**src/rtl/spi_reg_pkg.sv**
```systemverilog
// Shared types and constants for the SPI register target.
package spi_reg_pkg;
    localparam int CMD_WRITE_BIT = 7;
    localparam int ADDR_W = 7;
    localparam int DATA_W = 8;

    typedef enum logic [1:0] {
        ST_IDLE,
        ST_CMD,
        ST_WRITE,
        ST_READ
    } state_t;
endpackage

```
**src/rtl/spi_sync_edge.sv**
```systemverilog
// Multi-flop synchronizer with rise/fall detection on the synchronized level.
module spi_sync_edge #(
    parameter int   STAGES  = 2,
    parameter logic RST_VAL = 1'b0
) (
    input  logic clk,
    input  logic rst,
    input  logic d,
    output logic q,
    output logic rise,
    output logic fall
);
    logic [STAGES-1:0] sync;
    logic              prev;

    always_ff @(posedge clk or posedge rst) begin
        if (rst) begin
            sync <= {STAGES{RST_VAL}};
            prev <= RST_VAL;
        end else begin
            sync <= {sync[STAGES-2:0], d};
            prev <= sync[STAGES-1];
        end
    end

    assign q    = sync[STAGES-1];
    assign rise = q & ~prev;
    assign fall = ~q & prev;
endmodule

```
**src/rtl/spi_reg_target.sv**
```systemverilog
// SPI mode-0 target: oversampled byte frames become register-bus strobes.
module spi_reg_target
    import spi_reg_pkg::*;
#(
    parameter int SYNC_STAGES = 2
) (
    input  logic              wb_clk_i,
    input  logic              wb_rst_i,
    input  logic              spi_clock_i,
    input  logic              spi_cs_i,
    input  logic              spi_pico_i,
    output logic              spi_poci_o,
    output logic              spi_poci_oeb_o,
    output logic [ADDR_W-1:0] reg_addr_o,
    output logic [DATA_W-1:0] reg_wdata_o,
    output logic              reg_wr_en_o,
    output logic              reg_rd_en_o,
    input  logic [DATA_W-1:0] reg_rdata_i,
    output logic              busy_o
);
    logic sck_level_unused, sck_rise, sck_fall;
    logic cs_q, cs_rise, cs_fall;
    logic [SYNC_STAGES-1:0] pico_sync;
    logic pico_q;

    spi_sync_edge #(.STAGES(SYNC_STAGES), .RST_VAL(1'b0)) u_sck (
        .clk  (wb_clk_i),
        .rst  (wb_rst_i),
        .d    (spi_clock_i),
        .q    (sck_level_unused),
        .rise (sck_rise),
        .fall (sck_fall)
    );

    spi_sync_edge #(.STAGES(SYNC_STAGES), .RST_VAL(1'b1)) u_cs (
        .clk  (wb_clk_i),
        .rst  (wb_rst_i),
        .d    (spi_cs_i),
        .q    (cs_q),
        .rise (cs_rise),
        .fall (cs_fall)
    );

    always_ff @(posedge wb_clk_i or posedge wb_rst_i) begin
        if (wb_rst_i) pico_sync <= '0;
        else          pico_sync <= {pico_sync[SYNC_STAGES-2:0], spi_pico_i};
    end
    assign pico_q = pico_sync[SYNC_STAGES-1];

    state_t state, state_next;
    logic [2:0]        bit_cnt;
    logic [DATA_W-1:0] rx, tx, rx_byte;
    logic              rd_pend, skip_shift, byte_done;

    assign rx_byte   = {rx[DATA_W-2:0], pico_q};
    assign byte_done = sck_rise && (bit_cnt == 3'd7) && !cs_rise;

    always_ff @(posedge wb_clk_i or posedge wb_rst_i) begin
        if (wb_rst_i) state <= ST_IDLE;
        else          state <= state_next;
    end

    // CS rise wins over any SCK edge seen in the same cycle
    always_comb begin
        state_next = state;
        if (cs_rise) begin
            state_next = ST_IDLE;
        end else begin
            case (state)
                ST_IDLE: if (cs_fall) state_next = ST_CMD;
                ST_CMD: begin
                    if (byte_done)
                        state_next = rx_byte[CMD_WRITE_BIT] ? ST_WRITE : ST_READ;
                end
                default: ;
            endcase
        end
    end

    always_ff @(posedge wb_clk_i or posedge wb_rst_i) begin
        if (wb_rst_i) begin
            bit_cnt     <= '0;
            rx          <= '0;
            tx          <= '0;
            rd_pend     <= 1'b0;
            skip_shift  <= 1'b0;
            reg_addr_o  <= '0;
            reg_wdata_o <= '0;
            reg_wr_en_o <= 1'b0;
            reg_rd_en_o <= 1'b0;
        end else begin
            reg_wr_en_o <= 1'b0;
            reg_rd_en_o <= 1'b0;
            rd_pend     <= reg_rd_en_o;
            if (reg_wr_en_o) reg_addr_o <= reg_addr_o + 1'b1;
            if (cs_rise) begin
                bit_cnt    <= '0;
                rx         <= '0;
                tx         <= '0;
                skip_shift <= 1'b0;
                rd_pend    <= 1'b0;
            end else if (state == ST_IDLE) begin
                bit_cnt <= '0;
                rx      <= '0;
            end else begin
                if (sck_rise) begin
                    bit_cnt <= bit_cnt + 3'd1;
                    rx      <= rx_byte;
                end
                // first fall after a byte boundary keeps the fresh MSB on POCI
                if (sck_fall) begin
                    if (skip_shift) skip_shift <= 1'b0;
                    else            tx <= {tx[DATA_W-2:0], 1'b0};
                end
                if (rd_pend) begin
                    tx         <= reg_rdata_i;
                    reg_addr_o <= reg_addr_o + 1'b1;
                end
                if (byte_done) begin
                    case (state)
                        ST_CMD: begin
                            reg_addr_o <= rx_byte[ADDR_W-1:0];
                            if (!rx_byte[CMD_WRITE_BIT]) begin
                                reg_rd_en_o <= 1'b1;
                                skip_shift  <= 1'b1;
                            end
                        end
                        ST_WRITE: begin
                            reg_wr_en_o <= 1'b1;
                            reg_wdata_o <= rx_byte;
                        end
                        ST_READ: begin
                            reg_rd_en_o <= 1'b1;
                            skip_shift  <= 1'b1;
                        end
                        default: ;
                    endcase
                end
            end
        end
    end

    assign spi_poci_o     = tx[DATA_W-1];
    assign spi_poci_oeb_o = cs_q;
    assign busy_o         = ~cs_q;
endmodule

```
**config.mk**
```make
export PLATFORM = sky130hd
export DESIGN_NAME = spi_reg_target
export DESIGN_NICKNAME = d
export VERILOG_FILES = /design/src/rtl/spi_reg_pkg.sv /design/src/rtl/spi_sync_edge.sv /design/src/rtl/spi_reg_target.sv
export SDC_FILE = /design/constraint.sdc
export NUM_CORES = 1
export LEC_CHECK = 0
export CAP_MARGIN = 20
export CORE_MARGIN = 2
export CORE_UTILIZATION = 53
export CTS_CLUSTER_DIAMETER = 60
export DETAILED_ROUTE_END_ITERATION = 7
export PLACE_DENSITY = 0.88
export SLEW_MARGIN = 5
export SYNTH_ARGS = -nofsm -noshare
export SYNTH_HDL_FRONTEND = slang
export SYNTH_SLANG_ARGS = --single-unit
```
**constraint.sdc**
```tcl
create_clock -name wb_clk_i -period 2.04 [get_ports wb_clk_i]
set_input_delay 0.306 -clock wb_clk_i [delete_from_list [all_inputs] [get_ports wb_clk_i]]
set_output_delay 0.306 -clock wb_clk_i [all_outputs]
set_load 0.01 [all_outputs]
```
==> Word level (Yosys, flattened, before mapping) <==
Cells that the tools add are included.
{ "totals": {"input_bits": 13, "elab_cells": 83, "output_inout_bits": 20, "reg_bits": 47} }
{ "op_classes": {"add_sub_neg": 2, "n_mux": 38, "eq_ne": 8, "n_reduce_logical": 10, "bitwise_logic": 10} }
{ "ops": {"columns": ["cell", "count"], "rows": [
  ["$mux W7", 9],
  ["$mux W8", 5],
  ["$mux W1", 15],
  ["$mux W3", 3],
  ["$ne A3 B3 Y1 const B", 3],
  ["$reduce_bool A3 Y1", 3],
  ["$add A7 B1 Y7 const B", 1],
  ["$mux W2", 3],
  ["$not A1 Y1", 6],
  ["$reduce_and A3 Y1", 2],
  ["$and A1 B1 Y1", 4],
  ["$eq A2 B2 Y1 const B", 2],
  ["$pmux W1 S2", 2],
  ["$pmux W2 S2", 1],
  ["$reduce_and A4 Y1", 1],
  ["$add A3 B1 Y3 const B", 1],
  ["$eq A3 B3 Y1 const B", 1],
  ["$eq A2 B1 Y1 const B", 1],
  ["$logic_and A1 B1 Y1", 2],
  ["$logic_not A2 Y1", 1],
  ["$ne A2 B2 Y1 const B", 1],
  ["$logic_not A1 Y1", 1]
]} }

==> Logic depth before layout (Yosys ltp) <==
Gate-level depths: netlist (run 1).
{ "depth": {"depth_word": 8, "mapped_depth": 7, "mapped_depth_nobuf": 6} }

==> By module <==
Synthesis (run 1) repeated with hierarchy kept, for this count alone.
{ "hier_totals": {"hier_cells": 192, "hier_area_um2": 2209.6} }
{ "by_module_without_submodules": {"columns": ["mod", "area_each_um2", "cells_each", "seq_area_each_um2", "instances"], "rows": [
  ["spi_reg_target", 2018.2, 180, 1026.0, 1],
  ["spi_sync_edge at u_cs", 97.6, 6, 78.8, 1],
  ["spi_sync_edge at u_sck", 93.8, 6, 75.1, 1]
]} }

==> Worst setup path after synthesis (run 1) <==
OpenSTA, ideal clock, no wires.
{ "synth_path": {"path_kind": "register to register", "from": "register u_cs.prev", "to": "register reg_wdata_o[0]", "synth_period_minus_slack_ns": 1.857, "arrival_ns": 1.731, "t_required_ns": 1.915, "setup_time_ns": 0.125, "slack_ns": 0.183, "n_path_buf": 1, "path_stages_with_launch": 7, "cell_sequence": "dfstp_2 inv_1 ha_1 nand4bb_1 or3_1 buf_6 mux2_4"} }
{ "synth_via": {"elab_chain_cells": 5, "elab_cells_between_ends": 6, "cone_classes": "3 x bitwise; 3 x reduce/logical"} }
{ "synth_rtl": {"columns": ["item", "line", "source"], "rows": [
  ["start: declaration", "spi_sync_edge.sv:14", "logic prev;"],
  ["start signal: assignment", "spi_sync_edge.sv:22", "prev <= sync[STAGES-1];"],
  ["$not A1 Y1 (*)", "spi_sync_edge.sv:27", "assign rise = q & ~prev;"],
  ["$and A1 B1 Y1 (*)", "spi_sync_edge.sv:27", null],
  ["$logic_not A1 Y1", "spi_reg_target.sv:56", "assign byte_done = sck_rise && (bit_cnt == 3'd7) && !cs_rise;"],
  ["$logic_and A1 B1 Y1", "spi_reg_target.sv:56", null],
  ["$reduce_and A4 Y1 (no source line) (*)", null, null],
  ["end signal: assignment", "spi_reg_target.sv:130", "reg_wdata_o <= rx_byte;"],
  ["end: declaration", "spi_reg_target.sv:15", "output logic [DATA_W-1:0] reg_wdata_o,"]
]} }
Mark *: on every way between the ends. The rest lies on a longest branch, timed or not.
A chain may end at the register's enable or synchronous reset.

==> Worst setup path after layout (run 1) <==
{ "layout_path": {"from": "register u_cs.prev", "to": "register reg_addr_o[1]"} }
{ "layout_via": {"elab_chain_cells": 7} }
{ "layout_rtl": {"columns": ["item", "line", "source"], "rows": [
  ["$not A1 Y1 (*)", "spi_sync_edge.sv:27", null],
  ["$and A1 B1 Y1 (*)", "spi_sync_edge.sv:27", null],
  ["$logic_not A1 Y1", "spi_reg_target.sv:56", null],
  ["$logic_and A1 B1 Y1", "spi_reg_target.sv:56", null],
  ["$mux W7", "spi_reg_target.sv:119", "if (byte_done) begin"],
  ["$mux W7", "spi_reg_target.sv:102", "end else if (state == ST_IDLE) begin"],
  ["$mux W7 (*)", "spi_reg_target.sv:96", "if (cs_rise) begin"],
  ["end signal: assignment", "spi_reg_target.sv:95", "if (reg_wr_en_o) reg_addr_o <= reg_addr_o + 1'b1;"],
  ["end signal: assignment", "spi_reg_target.sv:117", "reg_addr_o <= reg_addr_o + 1'b1;"],
  ["end signal: assignment", "spi_reg_target.sv:122", "reg_addr_o <= rx_byte[ADDR_W-1:0];"],
  ["end: declaration", "spi_reg_target.sv:14", "output logic [ADDR_W-1:0] reg_addr_o,"]
]} }
Marked as above.

==> impl_metrics.env, run 1 <==
export IMPL_timing_final_crit_period_ns=1.948
export IMPL_synth_distinct_cells=43
export IMPL_initial_core_util_pct=54.55
export IMPL_max_slew_worst_pin_slew_ns=0.4729
export IMPL_slew_violations=0
export IMPL_first_pass_iters=4
export IMPL_portBuffers=32
export IMPL_p_clk_share_pct=31.6
export IMPL_cts_resized=0
export IMPL_power_per_cell_area_nw_per_um2=610.2
export IMPL_ant_nets=0
export IMPL_synthDominantCellAreaShare_pct=51.19
export IMPL_clk_latency_ns=0.30
export IMPL_crit_slowest_cell="dfstp_2"
export IMPL_cts_tree="yes"
export IMPL_swShare_pct=23.17
export IMPL_drc=0
export IMPL_skew_ns=0.01047
export IMPL_synthTopCellsByArea="dfrtp_1 (51%), mux2_4 (4.9%), nand2_1 (4.7%)"
export IMPL_seq_power_share_pct=60.1
export IMPL_vias=1589
export IMPL_io_pins=33
export IMPL_final_nets=250
export IMPL_ys_flop_type="dfrtp_1"
export IMPL_path_common_cell="buf_4"
export IMPL_hold_class="in -> async"
export IMPL_synth_top_cell_by_area="dfrtp_1"
export IMPL_hold_viol=0
export IMPL_cts_inserted_buffers=5
export IMPL_core_area_um2=3943
export IMPL_wl_per_cell_um=14.98
export IMPL_power_leakage_nw=1.193
export IMPL_ys_ff_latch=47
export IMPL_max_stage_delay_ns=0.52
export IMPL_cp_num_buf_inv=3
export IMPL_ctsRootBufferMaster="clkbuf_8"
export IMPL_first_iter_violations=96
export IMPL_arrival_ns=2.12
export IMPL_grt_first_pass_wirelength_um=6913
export IMPL_cp_max_fo=6
export IMPL_area_growth_pct=22.98
export IMPL_peakVddDrop_mv=0.5666
export IMPL_end_kind="flip-flop"
export IMPL_async_flop_share_pct=100.0
export IMPL_placed_area_um2=2565
export IMPL_cts_max_level=2
export IMPL_synth_edff_count=0
export IMPL_grt_pass1_vias=1504
export IMPL_cp_cell_sequence="inv_1, ha_1, buf_4, nor4bb_1, nand3_1, buf_4, a31oi_1, o22ai_1"
export IMPL_gp_congestion=0.8506
export IMPL_p_total_mw=1.614
export IMPL_maxCapViolations=0
export IMPL_start_kind="flip-flop"
export IMPL_die_h_um=67.71
export IMPL_grtUsageTotal_pct=20.51
export IMPL_fp_dieArea_um2=4584
export IMPL_fmax_ghz=0.5133
export IMPL_drive_gt1_share_pct=15.09
export IMPL_power_switching_uw=374.0
export IMPL_overflow=0
export IMPL_status="finished, final reports clean"
export IMPL_clockBufferDepth=2
export IMPL_antenna_found_initial=0
export IMPL_pwr_share_comb_pct=8.4
export IMPL_ys_seq_area_share_pct=54.86
export IMPL_rows=23
export IMPL_cts_num_sinks=47
export IMPL_postLayoutCoreUtil_pct=67.09
export IMPL_synthCells=193
export IMPL_via_per_inst=5.635
export IMPL_path_class="reg -> reg"
export IMPL_grt_max_degree=21
export IMPL_path_delay_family="flip-flops"
export IMPL_power_internal_mw=1.240
export IMPL_fin_crit_sh_pct=95.51
export IMPL_postLayoutCellArea_um2=2645
export IMPL_hpwl_um=2987
export IMPL_wl_um=4225
export IMPL_chipWidth_um=67.71
export IMPL_final_setup_viol_count=0
export IMPL_syn_area_um2=2151
export IMPL_setup_slack_ns=0.09165
export IMPL_path_clk_slew_ns=0.08
export IMPL_syn_nets=210
export IMPL_diodes=0
export IMPL_pre_cts_slack_ns=0.08907
export IMPL_cp_required_ns=2.21
export IMPL_avgSynthCellArea_um2=11.14
export IMPL_slew_headroom_pct=68.36
export IMPL_ys_warn_count=0
## placed cells by master (no fill, tap or decap), types with 2 or more instances in the layout
cell and count:
dfrtp_1 44, clkdlybuf4s50_1 32, nand2_1 27, nor2_1 14
a21oi_1 12, mux2i_1 9, buf_4 8, inv_1 7
mux2_4 7, mux2_2 7, clkbuf_8 5, nand3_1 4
o21ai_0 4, ha_1 4, nor2b_1 3, nor3b_1 3
dfstp_2 3, nand2b_1 2, o21bai_1 2, xnor2_1 2
nand4bb_1 2, or3_1 2, a21o_1 2, and4_1 2
o22ai_1 2, a31oi_1 2, a41oi_1 2
## final timing paths
path / from / endpoint / slack [ns] / cells after the start
worst min register to register: u_sck.sync[0] / u_sck.sync[1] / 0.35 / 0
min in group wb_clk_i: u_sck.sync[0] / u_sck.sync[1] / 0.35 / 0
max in group asynchronous: wb_rst_i / rd_pend / 1.21 / 3
worst max register to register: u_cs.prev / reg_addr_o[1] / 0.09 / 8
worst max-delay path: u_cs.prev / reg_addr_o[1] / 0.09 / 8
worst min-delay path: wb_rst_i / reg_wdata_o[7] / 0.32 / 2
## power groups by stage
| stage | combinational, mW | sequential, mW | clock, mW |
|---|---|---|---|
| after CTS | 0.137 | 0.969 | 0.522 |
| after floorplan | 0.0759 | 0.981 | 0 |
| final | 0.135 | 0.969 | 0.510 |
| after detailed placement | 0.136 | 0.987 | 0 |
| after global routing | 0.152 | 0.971 | 0.564 |
| after global placement | 0.133 | 0.986 | 0 |
## sequential cells by signal, summed over array words and instances (netlist names)
name / count
reg_wdata_o: 8
rx: 7
state: 2
bit_cnt: 3
rd_pend: 1
skip_shift: 1
u_sck.sync: 2
u_cs.sync: 2
u_cs.prev: 1
reg_wr_en_o: 1
reg_addr_o: 7
tx: 8
u_sck.prev: 1
reg_rd_en_o: 1
pico_sync: 2
## cell families after synthesis
group	Yosys count	share of synthesized area, %
AND/OR/NAND/NOR	65	14.95
flip-flops	47	54.86
AO/OA/AOI/OAI	35	10.59
multiplexers	23	12.74
buffers and inverters	16	3.315
adder cells (fa/ha/maj)	4	2.327
XOR/XNOR	3	1.222
## per-layer routing
layer	vias up	GRT usage, %	part of all wire (%)
li1	749	-	-
met1	783	28.79	44
met2	49	30.27	48
met3	8	5.667	6.3
met4	0	7.908	1.4
met5	-	0	0
## cell type report
type	instances	area, um2
Clock buffer	6	72.57
Fill cell	298	1297
Inverter	8	30.03
Multi-Input combinational cell	130	899.6
Sequential cell	47	1180
Tap cell	50	62.56
Timing Repair Buffer	41	400.4
## repair_timing
item                       4_1_cts  5_1_grt
hold endpoints to repair         0        0
setup buffers                    0        1
setup endpoints to repair        0        2
hold buffers                     0        0
## cells in the mapped netlist, types with 3 or more instances
master and n:
mux2_2 7, dfrtp_1 44, nand2_1 27, o21ai_0 4
nor2_1 14, ha_1 4, clkbuf_1 4, nor2b_1 3
a21oi_1 12, buf_2 3, nand3_1 4, inv_1 8
mux2i_1 9, dfstp_2 3, nor3b_1 3, mux2_4 7
## per-stage QoR
stage,cells,hold slack [ns],TNS [ns]
after floorplan,193,0.3105,0
after global placement,275,0.3324,0
after detailed placement,275,0.3412,0
after CTS,281,0.3324,0
after global routing,282,0.3649,-0.02484
final,282,0.3245,0
No activity file was read; power rests on OpenSTA's default activity.
==> run 2: changes to the inputs <==
--- a/config.mk
+++ b/config.mk
@@ -6,6 +6,7 @@
 export NUM_CORES = 1
 export LEC_CHECK = 0
 export CAP_MARGIN = 20
+export CORE_ASPECT_RATIO = 0.6
 export CORE_MARGIN = 2
 export CORE_UTILIZATION = 53
 export CTS_CLUSTER_DIAMETER = 60
==> run 2 against run 1 <==
Wire length grew 7.0%. Worst setup slack lost 0.00091 ns. Sequential cell count is the same. Final cell count shrank 0.71%. Critical path type unchanged. Critical endpoint is now reg_addr_o[5].
==> impl_metrics.env, run 2 (synthesis gave the netlist of run 1 again) <==
export IMPL_status="finished, final reports clean"
export IMPL_end_kind="flip-flop"
export IMPL_stdcell_count=280
export IMPL_ctsRootBufferMaster="clkbuf_8"
export IMPL_path_class="reg -> reg"
export IMPL_first_pass_iters=4
export IMPL_grt_max_degree=48
export IMPL_clockBufferDepth=2
export IMPL_fin_crit_sh_pct=95.55
export IMPL_arrival_ns=2.19
export IMPL_via_per_inst=5.604
export IMPL_antenna_found_initial=0
export IMPL_diodes=0
export IMPL_gp_congestion=0.9220
export IMPL_placed_area_um2=2554
export IMPL_io_pins=33
export IMPL_drive_gt1_share_pct=16.31
export IMPL_clk_latency_ns=0.30
export IMPL_layout_cells_most_common_list="dfrtp_1 (44), clkdlybuf4s50_1 (32), nand2_1 (27)"
export IMPL_postLayoutCellArea_um2=2661
export IMPL_cp_max_fo=15
export IMPL_cts_inserted_buffers=5
export IMPL_final_nets=249
export IMPL_rsz0062_at_grt="true"
export IMPL_cts_max_level=2
export IMPL_rows=17
export IMPL_timing_final_crit_period_ns=1.949
export IMPL_wl_um=4520
export IMPL_drc=0
export IMPL_fmax_ghz=0.5130
export IMPL_peakVddDrop_mv=0.4895
export IMPL_hold_viol=0
export IMPL_r2r_cells=7
export IMPL_slew_headroom_pct=72.61
export IMPL_overflow=0
export IMPL_fp_dieArea_um2=4600
export IMPL_ant_nets=0
export IMPL_seqCellArea_um2=1180
export IMPL_power_per_cell_area_nw_per_um2=627.2
export IMPL_grtUsageTotal_pct=21.56
export IMPL_slew_violations=0
export IMPL_cts_num_sinks=47
export IMPL_initial_core_util_pct=56.81
export IMPL_max_slew_worst_pin_slew_ns=0.4106
export IMPL_hold_class="in -> async"
export IMPL_multiInputGateArea_um2=905.9
export IMPL_cts_tree="yes"
export IMPL_layout_cells_most_common="dfrtp_1"
export IMPL_reg_top3="reg_wdata_o (8), tx (8)"
export IMPL_hpwl_um=3130
export IMPL_cp_required_ns=2.28
export IMPL_vias=1569
export IMPL_placedCellCount=271
export IMPL_n_fill_cell=284
export IMPL_maxCapViolations=0
export IMPL_path_clk_slew_ns=0.09
export IMPL_wl_per_cell_um=16.14
export IMPL_setup_tns_final_ns=0
export IMPL_skew_ns=0.005185
export IMPL_final_setup_viol_count=0
export IMPL_start_kind="flip-flop"
export IMPL_power_leakage_nw=1.196
export IMPL_chipWidth_um=86.24
export IMPL_portBuffers=32
export IMPL_area_growth_pct=23.73
export IMPL_first_iter_violations=133
export IMPL_grt_first_pass_wirelength_um=7279
export IMPL_core_area_um2=3786
export IMPL_grt_pass1_vias=1438
export IMPL_die_h_um=53.35
==> run 2: changes by cell type in the layout (fill, tap and decap cells not counted), sizes merged <==
cell / previous run / this run
clkinvlp: 0 / 1
clkbuf: 6 / 5
clkinv: 0 / 2
buf: 9 / 8
==> run 2: timing repair <==
action / 4_1_cts / 5_1_grt
hold buffers: 0 / 0
setup buffers: 0 / 1
gates resized for setup: 0 / 1
endpoints found under the setup margin: 0 / 4
==> run 2: metrics by stage <==
step	hold slack (ns)	util (%)	setup WS [ns]	power (mW)
2_1_floorplan	0.3105	-	0.1835	1.057
3_3_place_gp	0.3316	67.45	0.1387	1.115
3_5_place_dp	0.3358	67.45	0.08042	1.121
4_1_cts	0.3506	69.93	0.04182	1.680
5_1_grt	0.3641	70.29	-0.009383	1.746
6_report	0.3421	70.29	0.09075	1.669
==> run 2: cell type report <==
type                    instances  share of cell area (%)
clock inverters                 3                  0.9403
inverters                       8                   1.128
flip-flops and latches         47                   44.33
multi-input cells             130                   34.04
well taps                      47                   2.210
repair buffers                 40                   14.76
clock buffers                   5                   2.586
==> run 2: worst max-delay path, cell delays in order, from the launching register on <==
cell       delay (ns)
dfstp_2          0.53
inv_1            0.04
ha_1             0.17
buf_4            0.18
o21ba_2          0.29
o2bb2ai_1        0.10
or4_1            0.48
nand3_1          0.10
==> run 2: power by group <==
part	switching (mW)	total, mW	leakage (nW)	internal (mW)
logic	0.0737	0.134	0.519	0.0598
clock network	0.321	0.566	0.0443	0.245
registers	0.0205	0.970	0.632	0.949
total	0.415	1.67	1.20	1.25
==> run 2: worst paths after layout <==
check                              start            end  slack [ns]
setup / recovery               u_cs.prev  reg_addr_o[5]        0.09
hold / removal                  wb_rst_i  u_sck.sync[0]        0.34
setup reg to reg               u_cs.prev  reg_addr_o[5]        0.09
hold reg to reg            u_sck.sync[0]  u_sck.sync[1]        0.36
max in group asynchronous       wb_rst_i      u_cs.prev        1.43
min in group wb_clk_i      u_sck.sync[0]  u_sck.sync[1]        0.36
==> run 2: metal layers <==
| layer | part of all wire, % | vias up | GRT usage, % |
|---|---|---|---|
| met4 | 1.1 | 0 | 6.250 |
| met3 | 7.0 | 5 | 6.552 |
| met5 | 0 | - | 0 |
| met2 | 44 | 46 | 31.91 |
| met1 | 48 | 770 | 30.68 |
| li1 | - | 748 | - |
